[config.mk]
export PLATFORM = sky130hd
export DESIGN_NAME = uart_tx_buffer
export DESIGN_NICKNAME = d
export VERILOG_FILES = /design/src/rtl/uart_tx_buffer.sv
export SDC_FILE = /design/constraint.sdc
export NUM_CORES = 1
export LEC_CHECK = 0
export BUFFER_PORTS_ARGS = -buffer_cell sky130_fd_sc_hd__buf_2
export CAP_MARGIN = 20
export CELL_PAD_IN_SITES_DETAIL_PLACEMENT = 0
export CELL_PAD_IN_SITES_GLOBAL_PLACEMENT = 1
export CORE_MARGIN = 2
export CORE_UTILIZATION = 50
export DETAILED_ROUTE_END_ITERATION = 8
export MAX_ROUTING_LAYER = met4
export PLACE_DENSITY = 0.83
export REMOVE_ABC_BUFFERS = 1
export SYNTH_ARGS = -nofsm -noshare
export SYNTH_HDL_FRONTEND = slang
export SYNTH_SLANG_ARGS = --single-unit
[constraint.sdc]
create_clock -name clk_i -period 6.65 [get_ports clk_i]
set_clock_uncertainty 0.05 [all_clocks]
set_input_delay 0.3325 -clock clk_i [delete_from_list [all_inputs] [get_ports clk_i]]
set_output_delay 0.3325 -clock clk_i [all_outputs]
set_load 0.02 [all_outputs]
[src/rtl/uart_tx_buffer.sv]
// Transmit FIFO between the core bus and simpleuart's data register; drains one byte at a time.
// Optional drained-interrupt logic is enabled by defining UART_TXBUF_IRQ_EN.
module uart_tx_buffer #(
    parameter int unsigned DEPTH = 16
) (
    input  logic        clk_i,
    input  logic        rst_i,
    input  logic        req_i,
    input  logic        we_i,
    input  logic [3:0]  addr_i,
    input  logic [31:0] wdata_i,
    output logic [31:0] rdata_o,
    output logic        uart_we_o,
    output logic [7:0]  uart_dat_o,
    input  logic        uart_wait_i,
    output logic        irq_o
);

    localparam int unsigned PW = $clog2(DEPTH);
    localparam int unsigned CW = PW + 1;
    localparam logic [CW-1:0] FULL_C = CW'(DEPTH);
    localparam logic [CW-1:0] ONE_C  = CW'(1);

    typedef enum logic {
        S_IDLE,
        S_OFFER
    } state_e;

    state_e          state_q, state_d;
    logic [7:0]      mem [DEPTH];
    logic [PW-1:0]   head_q, tail_q, head_nxt;
    logic [CW-1:0]   count_q, count_d;
    logic            ovf_q;
    logic [7:0]      dat_d;
    logic [31:0]     rd_val, status, ctrl_val;
    logic [7:0]      cnt8;
    logic            wr_data, wr_status, rd_req;
    logic            full, empty, pop, push_ok, ovf_event;
    logic            unused_wdata;

    assign unused_wdata = ^wdata_i[31:8];

    assign wr_data   = req_i & we_i & (addr_i == 4'h0);
    assign wr_status = req_i & we_i & (addr_i == 4'h4);
    assign rd_req    = req_i & ~we_i;

    assign full      = (count_q == FULL_C);
    assign empty     = (count_q == '0);
    assign pop       = (state_q == S_OFFER) & ~uart_wait_i;
    assign push_ok   = wr_data & (~full | pop);
    assign ovf_event = wr_data & ~push_ok;
    assign head_nxt  = head_q + PW'(1);
    assign uart_we_o = (state_q == S_OFFER);

    always_comb begin
        count_d = count_q;
        if (push_ok && !pop) begin
            count_d = count_q + ONE_C;
        end else if (pop && !push_ok) begin
            count_d = count_q - ONE_C;
        end
    end

    // With one byte left and a same-cycle push, the next byte is still on the bus, not in mem.
    always_comb begin
        state_d = state_q;
        dat_d   = uart_dat_o;
        unique case (state_q)
            S_IDLE: begin
                if (!empty) begin
                    dat_d   = mem[head_q];
                    state_d = S_OFFER;
                end
            end
            S_OFFER: begin
                if (pop) begin
                    if (count_d != '0) begin
                        dat_d = (count_q == ONE_C) ? wdata_i[7:0] : mem[head_nxt];
                    end else begin
                        state_d = S_IDLE;
                    end
                end
            end
            default: state_d = S_IDLE;
        endcase
    end

    assign cnt8   = 8'(count_q);
    assign status = {16'h0, cnt8, 4'h0, ovf_q, (state_q == S_OFFER), full, empty};

    always_comb begin
        rd_val = '0;
        case (addr_i)
            4'h4:    rd_val = status;
            4'h8:    rd_val = ctrl_val;
            default: rd_val = '0;
        endcase
    end

    always_ff @(posedge clk_i) begin
        if (push_ok) begin
            mem[tail_q] <= wdata_i[7:0];
        end
    end

    always_ff @(posedge clk_i or posedge rst_i) begin
        if (rst_i) begin
            state_q    <= S_IDLE;
            head_q     <= '0;
            tail_q     <= '0;
            count_q    <= '0;
            ovf_q      <= 1'b0;
            uart_dat_o <= '0;
            rdata_o    <= '0;
        end else begin
            state_q    <= state_d;
            count_q    <= count_d;
            uart_dat_o <= dat_d;
            if (pop) begin
                head_q <= head_nxt;
            end
            if (push_ok) begin
                tail_q <= tail_q + PW'(1);
            end
            if (ovf_event) begin
                ovf_q <= 1'b1;
            end else if (wr_status && wdata_i[3]) begin
                ovf_q <= 1'b0;
            end
            if (rd_req) begin
                rdata_o <= rd_val;
            end
        end
    end

`ifdef UART_TXBUF_IRQ_EN
    logic irq_en_q, irq_q;
    logic wr_ctrl;

    assign wr_ctrl  = req_i & we_i & (addr_i == 4'h8);
    assign ctrl_val = {31'h0, irq_en_q};
    assign irq_o    = irq_q;

    always_ff @(posedge clk_i or posedge rst_i) begin
        if (rst_i) begin
            irq_en_q <= 1'b0;
            irq_q    <= 1'b0;
        end else begin
            if (wr_ctrl) begin
                irq_en_q <= wdata_i[0];
            end
            irq_q <= irq_en_q & empty & (state_q == S_IDLE);
        end
    end
`else
    assign ctrl_val = '0;
    assign irq_o    = 1'b0;
`endif

endmodule

== Yosys cells after proc, flatten, opt, wreduce, memory -nomap -nowiden ==
Memories as Yosys holds them, arrays and structs flattened.
Index checks and enable logic that the tools add are counted.

* RAM bits: 128
* Memories: 1
* Register bits after elaboration: 55

* Equal/unequal tests: 6
* Muxes and demuxes: 16
* Reduce and logical (&&, ||, !) cells: 10
* Bitwise operators: 13
* Add/subtract/negate cells: 4

{| class="wikitable"
|+ Memories
! memory !! depth !! bits a word !! read ports !! clocked after Yosys merged registers in !! write ports !! line !! RTL
|-
| mem || 16 || 8 || 2 || 0 || 1 || 30 || <nowiki>logic [7:0] mem [DEPTH];</nowiki>
|}

{| class="wikitable"
|+ Operator list
! cell !! number
|-
| 8-bit 2-to-1 mux || 4
|-
| 8-bit one-hot mux with 2 select lines || 1
|-
| 13-bit 2-to-1 mux || 1
|-
| 5-bit 2-to-1 mux || 2
|-
| 4-bit by 1-bit adder with 4-bit output, second input constant || 2
|-
| 1-bit bitwise AND || 7
|-
| 1-bit 2-to-1 mux || 7
|-
| 5-bit by 1-bit adder with 5-bit output, second input constant || 1
|-
| 5-bit by 1-bit equality test with 1-bit output, second input constant || 1
|-
| 5-bit equality test, second input constant || 1
|-
| 5-bit logical NOT || 1
|-
| 1-bit inverter || 5
|-
| 5-bit nonzero test || 1
|-
| 5-bit by 1-bit subtractor with 5-bit output, second input constant || 1
|-
| 4-bit by 3-bit equality test with 1-bit output, second input constant || 1
|-
| 4-bit logical NOT || 1
|-
| 2-bit by 1-bit != test with 1-bit output, second input constant || 2
|-
| 1-bit logical AND || 3
|-
| 3-bit AND reduction || 1
|-
| 1-bit logical NOT || 2
|-
| 2-bit != test, second input constant || 1
|-
| 1-bit one-hot mux with 2 select lines || 1
|-
| 2-bit nonzero test || 1
|-
| 1-bit bitwise OR || 1
|}

== Logic depth before layout (Yosys ltp) ==
Gate-level depths: netlist of the first run.

* Depth in word-level cells: 12
* Gate-level depth with buffers: 9
* Mapped depth without buffers: 8

== Least setup slack after synthesis of the first run ==
No wires, ideal clock.

* Path kind: register -> register
* Start point: register head_q[0]
* End point: register uart_dat_o[0]
* Buffers on the path: 2
* Library setup time: 130 ps
* Setup slack: 4093 ps
* Stages on the path, launching flop included: 9
* Arrival time: 2378 ps
* Cells stage by stage: dfrtp_1 > ha_1 > buf_2 > buf_1 > mux4_2 > mux2i_1 > o22ai_1 > o211ai_1 > o22ai_1

* Cells in the longest elaborated chain, start to end: 6

{| class="wikitable"
|+ RTL lines
! item !! line !! RTL
|-
| start: declaration || 31 || <nowiki>logic [PW-1:0] head_q, tail_q, head_nxt;</nowiki>
|-
| start signal: assignment || 120 || <nowiki>head_q <= head_nxt;</nowiki>
|-
| 4-bit by 1-bit adder with 4-bit output || 52 || <nowiki>assign head_nxt = head_q + PW'(1);</nowiki>
|-
| net head_nxt[1] || 31 ||
|-
| memory read 16 x 8 bit || - ||
|-
| 8-bit 2-to-1 mux || 78 || <nowiki>dat_d = (count_q == ONE_C) ? wdata_i[7:0] : mem[head_nxt];</nowiki>
|-
| 8-bit 2-to-1 mux || 77 || <nowiki>if (count_d != '0) begin</nowiki>
|-
| 8-bit 2-to-1 mux || 76 || <nowiki>if (pop) begin</nowiki>
|-
| 8-bit one-hot mux with 2 select lines || 68 || <nowiki>unique case (state_q)</nowiki>
|-
| end signal: assignment || 118 || <nowiki>uart_dat_o <= dat_d;</nowiki>
|-
| end: declaration || 14 || <nowiki>output logic [7:0] uart_dat_o,</nowiki>
|}

The timed path passes the listed nets, and every way through them passes these cells. The select of a mux whose other input is x is not followed.
A chain may end at the register's enable or synchronous reset.

== Final worst setup path of the first run ==
* Start point: register head_q[1]
* End point: register uart_dat_o[5]

The elaborated chain is that of the path after synthesis.

==> summary.txt, run 1 <==
Status: completed
Critical R2R Capture: uart_dat_o[5]
Mapped Area: 7894 um2
R2R setup slack: 3.30 ns
Slew @ Worst Pin: 1.058 ns
Placed Cells: 737
Arrival time worst endpoint: 3.60 ns
Chip width: 129.7 um
Total track usage: 0.2201
Die height: 129.7 um
Critical Path Sink: uart_dat_o[5]
Vias/cell: 6.055
Initial antenna violation count: 0
Worst VDD drop: 0.0002518 V
Vias in the first global route: 4630
GPL Wtd Cong: 0.8776
First-iteration detailed-routing DRC count: 469
Net Switching: 1.310 mW
Max_slew headroom: 0.2945
Worst setup EP type: register
Hold Path Class: input port to register
Crit start category: register
FF-to-FF Start: head_q[1]
Max-cap viol count: 0
N_diodes: 0
Finished Layout Cells: 770
Setup Crit Path Kind: register to register
Pre-CTS setup slack: 3.267 ns
Crit-path cells: buf_4 > ha_2 > buf_4 > mux4_2 > mux2i_1 > o22ai_1 > o211ai_1 > o22ai_1
Routed WL: 16.58 mm
Total grt overflow: 0
Leakage: 3.125 nW
Clk_lat worst skew: 0.42 ns
P&R area growth vs syn: 11.32%
Reg2Reg Depth: 8
Remaining DRCs: 0
Flop pwr share: 0.324
Main synth FF type: edfxtp_1
Final hold viol count: 0
Cells after Synth: 517
Worst Path Required: 6.90 ns
H-tree levels: 4
Top post-synthesis cells by area: edfxtp_1 (49%), mux4_2 (18%), dfrtp_1 (10%)
Share of the synthesized area in the top cell type: 0.4869
First-pass GRT wire length: 26.32 mm
Synth area leader: edfxtp_1
Detail Route Antenna Nets: 0
IO Count: 83
Worst Setup Slack, final: 3.304 ns
Combinational share of power: 0.415
Largest stage delay on the critical path: 0.58 ns
Largest net degree at the start of global routing: 67
Yosys warnings: 0
Yosys reg bits: 160
Setup Buffers After CTS: 0
Setup violators final: 0
Clk sinks: 160
Root Driver: clkbuf_16
RSZ-0062 raised after global routing: no
Final period utilization: 0.5032
P_int: 2.495 mW
Layout cell share with drive strength beyond 1: 0.2630
Drt pass-1 iters: 5
Synth top cells by count: edfxtp_1 (128), mux4_2 (64), nand2_1 (53)
Syn Area/Cell: 15.27 um2
DPL Wire Length: 11.36 mm
Starting density of the core: 0.5154
CTS tree: done
Die area: 16810 um2
Unique cell type count in the Yosys netlist: 46
Maximum clock frequency: 298.8 MHz
# fillers: 1180
EDFF count, synth: 128
Slew Viols, Final: 0
Clock slew at reported path FFs: 0.06 ns
Async S/R FF share, synth: 0.2000
Fraction of power consumed by the clock network: 0.261
Worst-path maximum fanout: 35
Buffers on Ports: 34
Sw frac: 0.3443
Critical Path Source: head_q[1]
Via count: 4662
Slowest CP cell: ha_2
Routed WL per cell: 21.54 um
Nets: 596
Worst hold slack: 0.2188 ns
Num CTS Buffers: 17
Rows: 45
Total power per unit cell area: 433.0 nW/um2
Core area: 15310 um2
Top-count cell post-synth: edfxtp_1
CTS max path bufs: 2
Setup TNS: 0 ns
Min Tclk post-route: 3.346 ns
Post-synthesis sequential area ratio: 0.5884
[layer usage]
| layer | GRT usage | wire, um | up-vias |
|---|---|---|---|
| met5 | - | 0 | - |
| met4 | 0.06262 | 272 | 0 |
| met3 | 0.04789 | 1123 | 19 |
| met2 | 0.3465 | 8202 | 195 |
| met1 | 0.2926 | 6984 | 2391 |
| li1 | - | - | 2057 |
[flip-flops by register name, indices dropped and copies added (netlist names)]
signal / cells
count_q: 5
head_q: 4
mem: 128
ovf_q: 1
rdata_o: 9
tail_q: 4
uart_dat_o: 8
uart_we_o: 1
[power groups by stage]
stage	logic, mW	clock network, mW	registers [mW]
5_1_grt	1.70	1.05	1.24
3_5_place_dp	1.57	0	1.25
4_1_cts	1.58	1.01	1.23
6_report	1.58	0.995	1.23
2_1_floorplan	1.10	0	1.36
3_3_place_gp	1.55	0	1.25
[area by class of cell]
cell class              count  area, um2  area share
repair buffers             44      247.7     0.02819
well taps                 211      264.0     0.03004
clock buffers              19      432.9     0.04927
flip-flops and latches    160       4648      0.5290
multi-input cells         312       2980      0.3392
inverters                  11      41.29    0.004699
clock inverters            13      172.7     0.01965
[timing repair]
action,4_1_cts,5_1_grt
hold buffers,1,0
hold endpoints to repair,32,0
gates resized for setup,0,0
[how the worst min path moves through the flow]
stage	start	to	slack, ns	cells after the start
6_report	we_i	ovf_q	0.22	3
5_1_grt	we_i	ovf_q	0.22	3
4_1_cts	we_i	ovf_q	0.20	3
3_5_place_dp	rst_i	uart_dat_o[7]	0.39	3
3_3_place_gp	rst_i	uart_dat_o[5]	0.39	3
2_1_floorplan	wdata_i[0]	mem[0][0]	0.38	0
[cells in the final DEF (no fill, tap or decap), types with 4 or more instances in the layout]
master / instances
a21oi_1: 11
a22oi_1: 10
and2_1: 11
buf_2: 34
buf_4: 9
clkbuf_16: 17
conb_1: 24
dfrtp_1: 31
edfxtp_1: 128
ha_1: 8
inv_1: 11
inv_6: 5
mux2i_1: 16
mux4_2: 64
nand2_1: 53
nand3_1: 12
nor2_1: 9
nor2b_1: 4
nor3_1: 6
o211ai_1: 9
o21ai_0: 13
o22ai_1: 15
o31ai_1: 5
xnor2_1: 7
[logic make-up (layout without fill, tap and decap cells)]
group	after synthesis	in the layout	share of synthesized area
multiplexers	80	80	0.2029
adder cells (fa/ha/maj)	9	9	0.01427
flip-flops	160	160	0.5884
XOR/XNOR	10	10	0.01110
buffers and inverters	68	87	0.04628
AND/OR/NAND/NOR	120	120	0.07830
other	1	24	0.0004751
AO/OA/AOI/OAI	69	69	0.05833
[critical path, delay by kind of cell, from the launching register on]
family                   cells  cell delay, ns
AO/OA/AOI/OAI                3            0.49
adder cells (fa/ha/maj)      1            0.58
buffers and inverters        2            0.82
flip-flops                   1            0.37
multiplexers                 2            0.89
[metrics by stage]
stage	power, mW	utilization	area [um2]
floorplan	2.454	-	7656
finish	3.805	0.5738	8787
global placement	2.791	0.5336	8172
global route	3.993	0.5738	8787
CTS	3.820	0.5738	8787
detailed placement	2.817	0.5336	8172
Note: power is estimated with default switching activity, not from simulation.
==> run 2: changes to the inputs <==
Settings changed: ABC_AREA set to 1, CORE_UTILIZATION 50 to 42, PLACE_DENSITY 0.83 to 0.79.
Clock period 6.65 ns to 3.05 ns, I/O delays scaled along.
==> run 2 against run 1 <==
Register-to-register slack got worse by 2.7 ns. Count of clock-buffer cells in the layout stayed put. First-iteration DRC count is 4.9% lower. Non-clock buffer count rose by 24. Synthesized cell count is 71% higher. Setup slack got worse by 2.7 ns. Hold slack worse by 0.16 ns. Wire length grew 31%. Die area increased by 26%. Critical endpoint is now uart_dat_o[6]. Largest cell class unchanged. Highest routed layer unchanged.
==> summary.txt, run 2 <==
Met3 GRT Util: 0.03511
FF-to-FF Start: head_q[0]
Detail Route Antenna Nets: 0
GPL Wtd Cong: 0.8333
Async S/R FF share, synth: 0.2000
Sw frac: 0.4364
Post-synthesis sequential area ratio: 0.5530
# fillers: 1857
Worst setup EP type: register
Total power per unit cell area: 985.2 nW/um2
Largest stage delay on the critical path: 0.58 ns
Flop pwr share: 0.288
Die area: 21150 um2
Fraction of power consumed by the clock network: 0.227
Main synth FF type: edfxtp_1
Slowest CP cell: dfrtp_4
Layout cell share with drive strength beyond 1: 0.1495
Largest register FFs: 128
Setup violators final: 0
IO Count: 83
P&R area growth vs syn: 12.38%
GRT busiest layer: met2
CTS tree: done
Synth area leader: edfxtp_1
Placed Cells: 1162
Most frequent cells in the layout: o21ai_0 (141), edfxtp_1 (128), nand3_1 (81)
Routed WL per cell: 18.17 um
R2R setup slack: 0.64 ns
Largest net degree at the start of global routing: 60
First-pass GRT wire length: 34.13 mm
Hold Path Class: input port to register
Largest Register: mem
Nets: 967
Worst VDD drop: 0.0007012 V
Fin area: 9439 um2
Total power: 9.300 mW
Slew @ Worst Pin: 0.7142 ns
Max_slew headroom: 0.5225
Worst hold path depth: 5
Final hold viol count: 0
Die height: 145.4 um
WHS Endpoint: rdata_o[3]
Cells after Synth: 883
Worst hold slack: 0.06164 ns
RSZ-0062 raised after global routing: no
Clk sinks: 160
Via count: 6384
Share of the synthesized area in the top cell type: 0.4576
Vias in the first global route: 6081
Leading cell type in the layout, fill and taps excluded: o21ai_0
Final period utilization: 0.7886
Met1 Usage GRT: 0.2861
GR Util met2: 0.3353
Finished Layout Cells: 1195
Area of the multi-input gates: 3114 um2
CTS max path bufs: 2
Worst Path Required: 3.32 ns
First-iteration detailed-routing DRC count: 446
Vias/cell: 5.342
DPL Wire Length: 13.65 mm
Clk_lat worst skew: 0.43 ns
Total grt overflow: 0
P_int: 5.241 mW
Remaining DRCs: 0
Arrival time worst endpoint: 2.68 ns
Total track usage: 0.2154
Top-count cell post-synth: o21ai_0
Mapped Area: 8399 um2
Core area: 19530 um2
Clock slew at reported path FFs: 0.07 ns
Worst-path maximum fanout: 17
Area post-placement: 8848 um2
Drt pass-1 iters: 5
Largest registers: mem (128), rdata_o (9), uart_dat_o (8)
Setup Crit Path Kind: register to register
Maximum clock frequency: 415.8 MHz
Root Driver: clkbuf_16
Crit-path cells: ha_1 > inv_2 > nor2_1 > o21ai_0 > nand3_1 > nand3_1 > nand3_1 > o211ai_1 > nand2_1 > nand2_1 > nand2_1
Syn Area/Cell: 9.512 um2
Top post-synthesis cells by area: edfxtp_1 (46%), dfrtp_1 (9.5%), o21ai_0 (8.4%)
EDFF count, synth: 128
Yosys reg bits: 160
N_diodes: 0
Synth top cells by count: o21ai_0 (141), edfxtp_1 (128), nand3_1 (81)
Yosys warnings: 0
Min-delay src: addr_i[2]
Register Area: 4649 um2
Reg2Reg Depth: 11
Min Tclk post-route: 2.405 ns
Net Switching: 4.059 mW
Chip width: 145.4 um
Initial antenna violation count: 0
Rows: 51
Num CTS Buffers: 17
Routed WL: 21.72 mm
Status: completed
Combinational share of power: 0.484
Max-cap viol count: 0
Crit start category: register
Buf/Inv on CP: 1
Critical R2R Capture: uart_dat_o[6]
Top delay family on crit path: simple AND/OR/NAND/NOR gates
Leakage: 3.639 nW
H-tree levels: 4
Unique cell type count in the Yosys netlist: 38
Buffers on Ports: 34
Starting density of the core: 0.4302
Setup TNS: 0 ns
Slew Viols, Final: 0
[run 2: per-stage QoR]
stage | util | setup WS (ns)
final | 0.4834 | 0.6449
after global routing | 0.4834 | 0.4569
after CTS | 0.4834 | 0.6627
after detailed placement | 0.4532 | 0.6652
after global placement | 0.4532 | 0.6845
after floorplan | - | -1.300
[run 2: area by class of cell]
cell class | instances | share of cell area
clock buffer | 19 | 0.04692
clock inverter | 13 | 0.01458
tap | 265 | 0.03513
sequential | 160 | 0.4926
timing repair buffer | 68 | 0.04931
inverter | 75 | 0.03155
multi-input combinational | 595 | 0.3299
[run 2: how the worst max path moves through the flow]
stage,from,to,slack [ns],cells after the start
2_1_floorplan,head_q[0],uart_dat_o[4],-1.30,8
3_3_place_gp,head_q[0],uart_dat_o[6],0.68,11
3_5_place_dp,head_q[0],uart_dat_o[6],0.67,11
4_1_cts,head_q[0],uart_dat_o[6],0.66,11
5_1_grt,head_q[0],uart_dat_o[6],0.46,11
6_report,head_q[0],uart_dat_o[6],0.64,11
[run 2: logic make-up after synthesis]
| logic type | count (synthesis) | synth area share |
|---|---|---|
| other cells | 1 | 0.0004465 |
| simple gates | 269 | 0.1493 |
| compound gates | 286 | 0.1870 |
| buf+inv | 151 | 0.08655 |
| xor+xnor | 7 | 0.01043 |
| flops | 160 | 0.5530 |
| fa+ha+maj | 9 | 0.01341 |
[run 2: worst register-to-register path: stages (launching register included)]
cell	delay, ns
dfrtp_4	0.58
ha_1	0.39
inv_2	0.38
nor2_1	0.10
o21ai_0	0.08
nand3_1	0.11
nand3_1	0.14
nand3_1	0.09
o211ai_1	0.12
nand2_1	0.14
nand2_1	0.08
nand2_1	0.05
[run 2: repair_timing]
item / 4_1_cts / 5_1_grt
endpoints found under the setup margin: 0 / 0
resized for setup: 0 / 0
buffers inserted: 0 / 0
endpoints found under the hold margin: 32 / 0
hold buffers: 1 / 0
[run 2: power by group through the flow]
stage | Combinational [mW] | Clock [mW] | Sequential (mW)
floorplan | 2.70 | 0 | 2.99
global placement | 4.44 | 0 | 2.73
detailed placement | 4.47 | 0 | 2.73
CTS | 4.49 | 2.14 | 2.68
global route | 5.03 | 2.24 | 2.71
finish | 4.50 | 2.11 | 2.68
[run 2: layer usage]
metal	vias to the layer above	routed length [um]
li1	3140	-
met1	3002	9784
met2	204	10190
met3	38	1241
met4	0	501
met5	-	0
